===== src/rtl/alu_pkg.sv =====
// Shared opcodes, FSM state encoding and per-opcode latency lookup for alu_seq.
// ALU_MUL_EN selects whether opcode 111 runs the iterative multiplier.
package alu_pkg;

  localparam logic [2:0] OP_FWD = 3'b000;
  localparam logic [2:0] OP_ADD = 3'b001;
  localparam logic [2:0] OP_AND = 3'b010;
  localparam logic [2:0] OP_OR  = 3'b011;
  localparam logic [2:0] OP_SUB = 3'b100;
  localparam logic [2:0] OP_SLL = 3'b101;
  localparam logic [2:0] OP_SRL = 3'b110;
  localparam logic [2:0] OP_MUL = 3'b111;

  localparam logic [1:0] S_IDLE = 2'd0;
  localparam logic [1:0] S_EXEC = 2'd1;
  localparam logic [1:0] S_DONE = 2'd2;

`ifdef ALU_MUL_EN
  localparam bit MUL_EN = 1'b1;
`else
  localparam bit MUL_EN = 1'b0;
`endif

  // Cycles from the accepting edge to the edge that raises OUT_VALID.
  function automatic int op_latency(input logic [2:0] op, input int width);
    case (op)
      OP_ADD, OP_SUB: return 2;
      OP_MUL:         return MUL_EN ? width : 1;
      default:        return 1;
    endcase
  endfunction

endpackage


===== src/rtl/alu_mul_iter.sv =====
// Shift-add unsigned multiplier, one partial product per cycle; the first step
// is folded into the start cycle so the full product is ready WIDTH-1 cycles later.
module alu_mul_iter #(
  parameter int WIDTH = 8
) (
  input  logic               clk,
  input  logic               rst_n,
  input  logic               start,
  input  logic [WIDTH-1:0]   a,
  input  logic [WIDTH-1:0]   b,
  output logic               busy,
  output logic               done,
  output logic [2*WIDTH-1:0] product
);

  localparam int SC_W = $clog2(WIDTH);

  logic [WIDTH-1:0] a_q;
  logic [SC_W-1:0]  steps;
  logic [WIDTH:0]   acc_start;
  logic [WIDTH:0]   acc_step;

  assign acc_start = b[0] ? {1'b0, a} : '0;
  assign acc_step  = {1'b0, product[2*WIDTH-1:WIDTH]} + (product[0] ? {1'b0, a_q} : '0);
  assign busy      = (steps != '0);

  always_ff @(posedge clk or negedge rst_n) begin
    if (!rst_n) begin
      a_q     <= '0;
      steps   <= '0;
      done    <= 1'b0;
      product <= '0;
    end else if (start) begin
      a_q     <= a;
      product <= {acc_start, b[WIDTH-1:1]};
      steps   <= SC_W'(WIDTH - 1);
      done    <= 1'b0;
    end else if (busy) begin
      product <= {acc_step, product[WIDTH-1:1]};
      steps   <= steps - 1'b1;
      if (steps == SC_W'(1)) done <= 1'b1;
    end
  end

endmodule


===== src/rtl/alu_seq.sv =====
// Registered multi-cycle ALU with valid/ready on both sides and fixed per-opcode latency.
// Define ALU_MUL_EN to build the iterative multiplier for opcode 111; otherwise 111 flags ERROR.
module alu_seq
  import alu_pkg::*;
#(
  parameter  int WIDTH   = 8,
  localparam int SHAMT_W = $clog2(WIDTH)
) (
  input  logic             CLK,
  input  logic             RESET,
  input  logic             IN_VALID,
  output logic             IN_READY,
  input  logic [WIDTH-1:0] DATA1,
  input  logic [WIDTH-1:0] DATA2,
  input  logic [2:0]       SELECT,
  output logic [WIDTH-1:0] RESULT,
  output logic             ZERO,
  output logic             CARRY,
  output logic             ERROR,
  output logic             OUT_VALID,
  input  logic             OUT_READY
);

  localparam int CNT_W = $clog2(WIDTH) + 1;

  logic [1:0]         state;
  logic [CNT_W-1:0]   cnt;
  logic [WIDTH-1:0]   a_q, b_q;
  logic [2:0]         op_q;
  logic [SHAMT_W-1:0] shamt;
  logic [WIDTH:0]     sum_w, diff_w, sll_w, srl_w;
  logic [WIDTH-1:0]   res_c;
  logic               carry_c, err_c;
  logic               finish;

  assign IN_READY  = (state == S_IDLE);
  assign OUT_VALID = (state == S_DONE);

  assign shamt  = b_q[SHAMT_W-1:0];
  assign sum_w  = {1'b0, a_q} + {1'b0, b_q};
  assign diff_w = {1'b0, a_q} - {1'b0, b_q};
  // The extra bit on each shift catches the last bit shifted out (0 for amount 0).
  assign sll_w  = {1'b0, a_q} << shamt;
  assign srl_w  = {a_q, 1'b0} >> shamt;

`ifdef ALU_MUL_EN
  logic                 mul_start, mul_busy, mul_done;
  logic [2*WIDTH-1:0]   mul_prod;

  assign mul_start = (state == S_IDLE) && IN_VALID && (SELECT == OP_MUL);

  alu_mul_iter #(.WIDTH(WIDTH)) u_mul (
    .clk     (CLK),
    .rst_n   (RESET),
    .start   (mul_start),
    .a       (DATA1),
    .b       (DATA2),
    .busy    (mul_busy),
    .done    (mul_done),
    .product (mul_prod)
  );

  assign finish = (cnt == CNT_W'(1)) && ((op_q != OP_MUL) || (mul_done && !mul_busy));
`else
  assign finish = (cnt == CNT_W'(1));
`endif

  always_comb begin
    res_c   = '0;
    carry_c = 1'b0;
    err_c   = 1'b0;
    case (op_q)
      OP_FWD: res_c = b_q;
      OP_ADD: {carry_c, res_c} = sum_w;
      OP_AND: res_c = a_q & b_q;
      OP_OR:  res_c = a_q | b_q;
      OP_SUB: {carry_c, res_c} = diff_w;
      OP_SLL: {carry_c, res_c} = sll_w;
      OP_SRL: begin
        res_c   = srl_w[WIDTH:1];
        carry_c = srl_w[0];
      end
      OP_MUL: begin
`ifdef ALU_MUL_EN
        res_c   = mul_prod[WIDTH-1:0];
        carry_c = |mul_prod[2*WIDTH-1:WIDTH];
`else
        err_c   = 1'b1;
`endif
      end
      default: ;
    endcase
  end

  always_ff @(posedge CLK or negedge RESET) begin
    if (!RESET) begin
      state  <= S_IDLE;
      cnt    <= '0;
      a_q    <= '0;
      b_q    <= '0;
      op_q   <= OP_FWD;
      RESULT <= '0;
      ZERO   <= 1'b0;
      CARRY  <= 1'b0;
      ERROR  <= 1'b0;
    end else begin
      case (state)
        S_IDLE: if (IN_VALID) begin
          a_q   <= DATA1;
          b_q   <= DATA2;
          op_q  <= SELECT;
          cnt   <= CNT_W'(op_latency(SELECT, WIDTH));
          state <= S_EXEC;
        end
        S_EXEC: begin
          if (finish) begin
            RESULT <= res_c;
            ZERO   <= (res_c == '0);
            CARRY  <= carry_c;
            ERROR  <= err_c;
            cnt    <= '0;
            state  <= S_DONE;
          end else if (cnt != CNT_W'(1)) begin
            cnt <= cnt - 1'b1;
          end
        end
        S_DONE: if (OUT_READY) state <= S_IDLE;
        default: state <= S_IDLE;
      endcase
    end
  end

endmodule


===== config.mk =====
export PLATFORM = sky130hd
export DESIGN_NAME = alu_seq
export DESIGN_NICKNAME = d
export VERILOG_FILES = /design/src/rtl/alu_pkg.sv /design/src/rtl/alu_mul_iter.sv /design/src/rtl/alu_seq.sv
export SDC_FILE = /design/constraint.sdc
export NUM_CORES = 1
export LEC_CHECK = 0
export CAP_MARGIN = 20
export CORE_MARGIN = 10
export CORE_UTILIZATION = 50
export DETAILED_ROUTE_END_ITERATION = 8
export GPL_TIMING_DRIVEN = 0
export PLACE_DENSITY = 0.83
export SLEW_MARGIN = 20
export SYNTH_ARGS = -nofsm -noshare
export SYNTH_HDL_FRONTEND = slang
export SYNTH_SLANG_ARGS = --single-unit

===== constraint.sdc =====
create_clock -name CLK -period 2.5 [get_ports CLK]
set_input_delay 0.375 -clock CLK [delete_from_list [all_inputs] [get_ports CLK]]
set_output_delay 0.375 -clock CLK [all_outputs]
set_load 0.02 [all_outputs]

==> results.py <==
metrics = {
    "status": {
        "outcome": "finished, violations left",
        "violations": "hold timing, setup timing",
    },
    "worst_setup_path": {
        "rr_endpoint": "ZERO",
        "path_cells": "inv_2 -> ha_4 -> fa_2 -> o21bai_1 -> a21oi_2 -> a221o_1 -> a211oi_2 -> nand4_1 -> nor3_2 -> a32o_2",
        "crit_path_max_incr_delay_ns": 0.42,
        "path_max_fanout": 4,
        "crit_start": "a_q[0]",
        "r2r.worst_path.cells": 10,
        "startpoint_type": "flip-flop",
        "cp.required_ns": 2.74,
        "critPathTopFamily": "compound AO/OA/AOI/OAI gates",
        "worstPathArrival_ns": 2.78,
        "cp-end-kind": "flip-flop",
        "r2r_slack_ns": -0.04,
        "cp_num_buf_inv": 1,
        "cpMaxStageDelayCell": "dfrtp_2",
        "timing.rr.start": "a_q[0]",
        "critical_path_class": "reg2reg",
    },
    "place": {
        "place_congestion": 1.049,
        "port_buffers": 35,
        "place_ws_ns": -0.5843,
        "hpwl_um": 7156,
        "postPlaceCellArea_um2": 3632,
    },
    "routing": {
        "dr.first_iter.drc_count": 311,
        "drtPass1Iterations": 5,
        "route.vias.total": 3019,
        "drcViolationCount": 0,
        "wirelength_um": 9670,
        "ant_nets": 0,
        "viasPerCell": 6.225,
        "routedWlPerCell_um": 19.94,
    },
    "synth": {
        "syn_area_per_cell_um2": 8.832,
        "mappedNetlistNets": 409,
        "synth-seq-cells": 36,
        "synth.distinct_cells": 63,
        "syn_area_um2": 3153,
        "synth_edf_count": 0,
        "ys_warn_count": 0,
        "netlist_instances": 357,
        "async_flop_share": 1.000,
        "ys_seq_area_frac": 0.2857,
        "synth_ff_type": "dfrtp_1",
    },
    "sta": {
        "fin_crit_ns": 2.537,
        "holdWs_ns": -0.006488,
        "worst_slew_pin_slew_ns": 0.7672,
        "slew_viol_final": 0,
        "final_hold_viol_count": 14,
        "fin_ws_ns": -0.03702,
        "timing.fmax_mhz": 394.2,
        "relSlewSlack": 0.4753,
        "rsz0062_at_grt": "yes",
        "setup_viol": 1,
        "min_period_over_period": 1.015,
        "skew_ns": 0.004171,
    },
    "floorplanning": {
        "placementRows": 28,
        "io_pins": 36,
        "design.die.area_um2": 9882,
        "die_w_um": 99.41,
        "initial_core_util": 0.5233,
        "die_y_um": 99.41,
        "core_area_um2": 6026,
    },
    "clock_tree": {
        "htreeDepth": 2,
        "cts.sinks": 36,
        "clockBufferDepth": 2,
        "cts_made_buffers": 5,
        "cts_tree": "done",
        "clkLatencyLatePin_ns": 0.30,
        "root_buffer": "clkbuf_8",
        "cts_hold_buf": 0,
        "clk_pin_slew_ns": 0.08,
    },
    "finish": {
        "nNetsFinal": 461,
        "final_util": 0.6553,
        "diodes": 0,
        "drive_gt1_frac": 0.1707,
        "seqCellArea_um2": 910.9,
        "fillers": 515,
        "area_growth_pct": 25.24,
        "mostFrequentLayoutCells": "42 x nand2_1, 34 x o21ai_0, 34 x clkdlybuf4s50_1",
        "final_area_um2": 3949,
        "final_common_cell": "nand2_1",
        "multi_input_area_um2": 2132,
    },
    "power_and_ir_drop": {
        "power_leakage_nw": 1.723,
        "vdd.ir_drop.worst_mv": 0.7357,
        "power_density_nw_per_um2": 1581,
        "p_total_w": 0.006243,
    },
    "global_route": {
        "grt_start_max_net_pins": 23,
        "grt_first_pass_wirelength_um": 15960,
        "grt_usage": 0.1979,
        "grt.overflow.total": 0,
        "antenna_found_initial": 0,
        "grt_pass1_vias": 3021,
    },
    "min_path": {
        "hp-class": "in2async",
    },
    "run": {
        "maxCapViolCount": 0,
    },
}
==> report_power, final <==
group / switching [W] / internal, W
combinational: 0.00252 / 0.00201
clock: 0.000237 / 0.000295
sequential: 0.000317 / 0.000868
total: 0.00307 / 0.00317
==> sequential cells by signal, summed over array words and instances (netlist names), 2 cells and up <==
register,cells
cnt,4
b_q,8
op_q,3
state,2
a_q,8
RESULT,8
==> worst register-to-register path: stages (launching register included) <==
cell and delay [ns]:
dfrtp_2 0.42, inv_2 0.08, ha_4 0.17, fa_2 0.35
o21bai_1 0.17, a21oi_2 0.11, a221o_1 0.36, a211oi_2 0.33
nand4_1 0.15, nor3_2 0.17, a32o_2 0.18
==> area by class of cell <==
class | count | area share
multi-input combinational | 273 | 0.5399
sequential | 36 | 0.2307
timing repair buffer | 49 | 0.1255
buffer | 17 | 0.02630
inverter | 27 | 0.02567
tap | 75 | 0.02376
clock buffer | 5 | 0.01743
clock inverter | 3 | 0.01077
==> stage by stage <==
stage / setup TNS [ns] / cells
floorplan: 0 / 357
global placement: -2.376 / 467
detailed placement: -2.441 / 468
CTS: -0.01446 / 484
global route: -0.1562 / 485
finish: -0.03702 / 485
==> metal layers <==
| layer | GRT usage | vias to the layer above | wire length, um |
|---|---|---|---|
| li1 | - | 1395 | - |
| met1 | 0.2525 | 1459 | 4140 |
| met2 | 0.3136 | 135 | 4476 |
| met3 | 0.05121 | 30 | 776 |
| met4 | 0.07387 | 0 | 277 |
| met5 | 0 | - | 0 |
==> logic make-up after synthesis <==
family                   count (synthesis)  synth area share
flip-flops                              36            0.2857
XOR/XNOR                                 4           0.01111
adder cells (fa/ha/maj)                 29            0.1198
AND/OR/NAND/NOR                        111            0.1714
buffers and inverters                   48           0.06666
AO/OA/AOI/OAI                          103            0.2187
multiplexers                            26            0.1266
==> cell usage after synthesis, types with 2 or more instances <==
| cell | instances | area share |
|---|---|---|
| nand2_1 | 42 | 0.050 |
| nor2b_1 | 3 | 0.0060 |
| nand4_1 | 3 | 0.0060 |
| buf_2 | 5 | 0.0079 |
| and3_1 | 3 | 0.0060 |
| o31ai_1 | 2 | 0.0048 |
| clkbuf_1 | 11 | 0.013 |
| nor2_1 | 24 | 0.029 |
| buf_6 | 3 | 0.011 |
| ha_1 | 27 | 0.11 |
| o21bai_1 | 3 | 0.0071 |
| a21oi_1 | 18 | 0.029 |
| a211o_1 | 2 | 0.0056 |
| a221o_1 | 2 | 0.0063 |
| fa_1 | 2 | 0.013 |
| nor3_1 | 7 | 0.011 |
| nand3_1 | 9 | 0.014 |
| inv_1 | 27 | 0.032 |
| a22oi_1 | 3 | 0.0071 |
| nand2b_1 | 8 | 0.016 |
| o22ai_1 | 6 | 0.012 |
| a211oi_2 | 2 | 0.0079 |
| o221ai_1 | 3 | 0.0083 |
| a221oi_1 | 3 | 0.0083 |
| mux4_1 | 3 | 0.025 |
| nand3b_1 | 2 | 0.0048 |
| a31oi_1 | 2 | 0.0040 |
| mux4_2 | 7 | 0.050 |
| mux2i_1 | 14 | 0.044 |
| a211oi_1 | 3 | 0.0071 |
| a22o_1 | 3 | 0.0083 |
| dfrtp_1 | 36 | 0.29 |
| a21o_1 | 4 | 0.0095 |
| xor2_1 | 2 | 0.0056 |
| o21ai_0 | 34 | 0.054 |
| xnor2_1 | 2 | 0.0056 |
==> worst max path at each step <==
stage               endpoint  slack (ns)  depth (start not counted)
CTS                     ZERO       -0.01                         10
finish                  ZERO       -0.04                         10
floorplan               ZERO        0.01                         11
detailed placement      ZERO       -0.58                         11
global placement        ZERO       -0.57                         11
global route            ZERO       -0.15                         10
==> what timing repair did <==
item	CTS	global route
resized for setup	20	11
gates cloned	1	0
endpoints found under the setup margin	7	4
pin swaps	9	8
buffers inserted	10	2
Power figures use the tool's default switching activity.
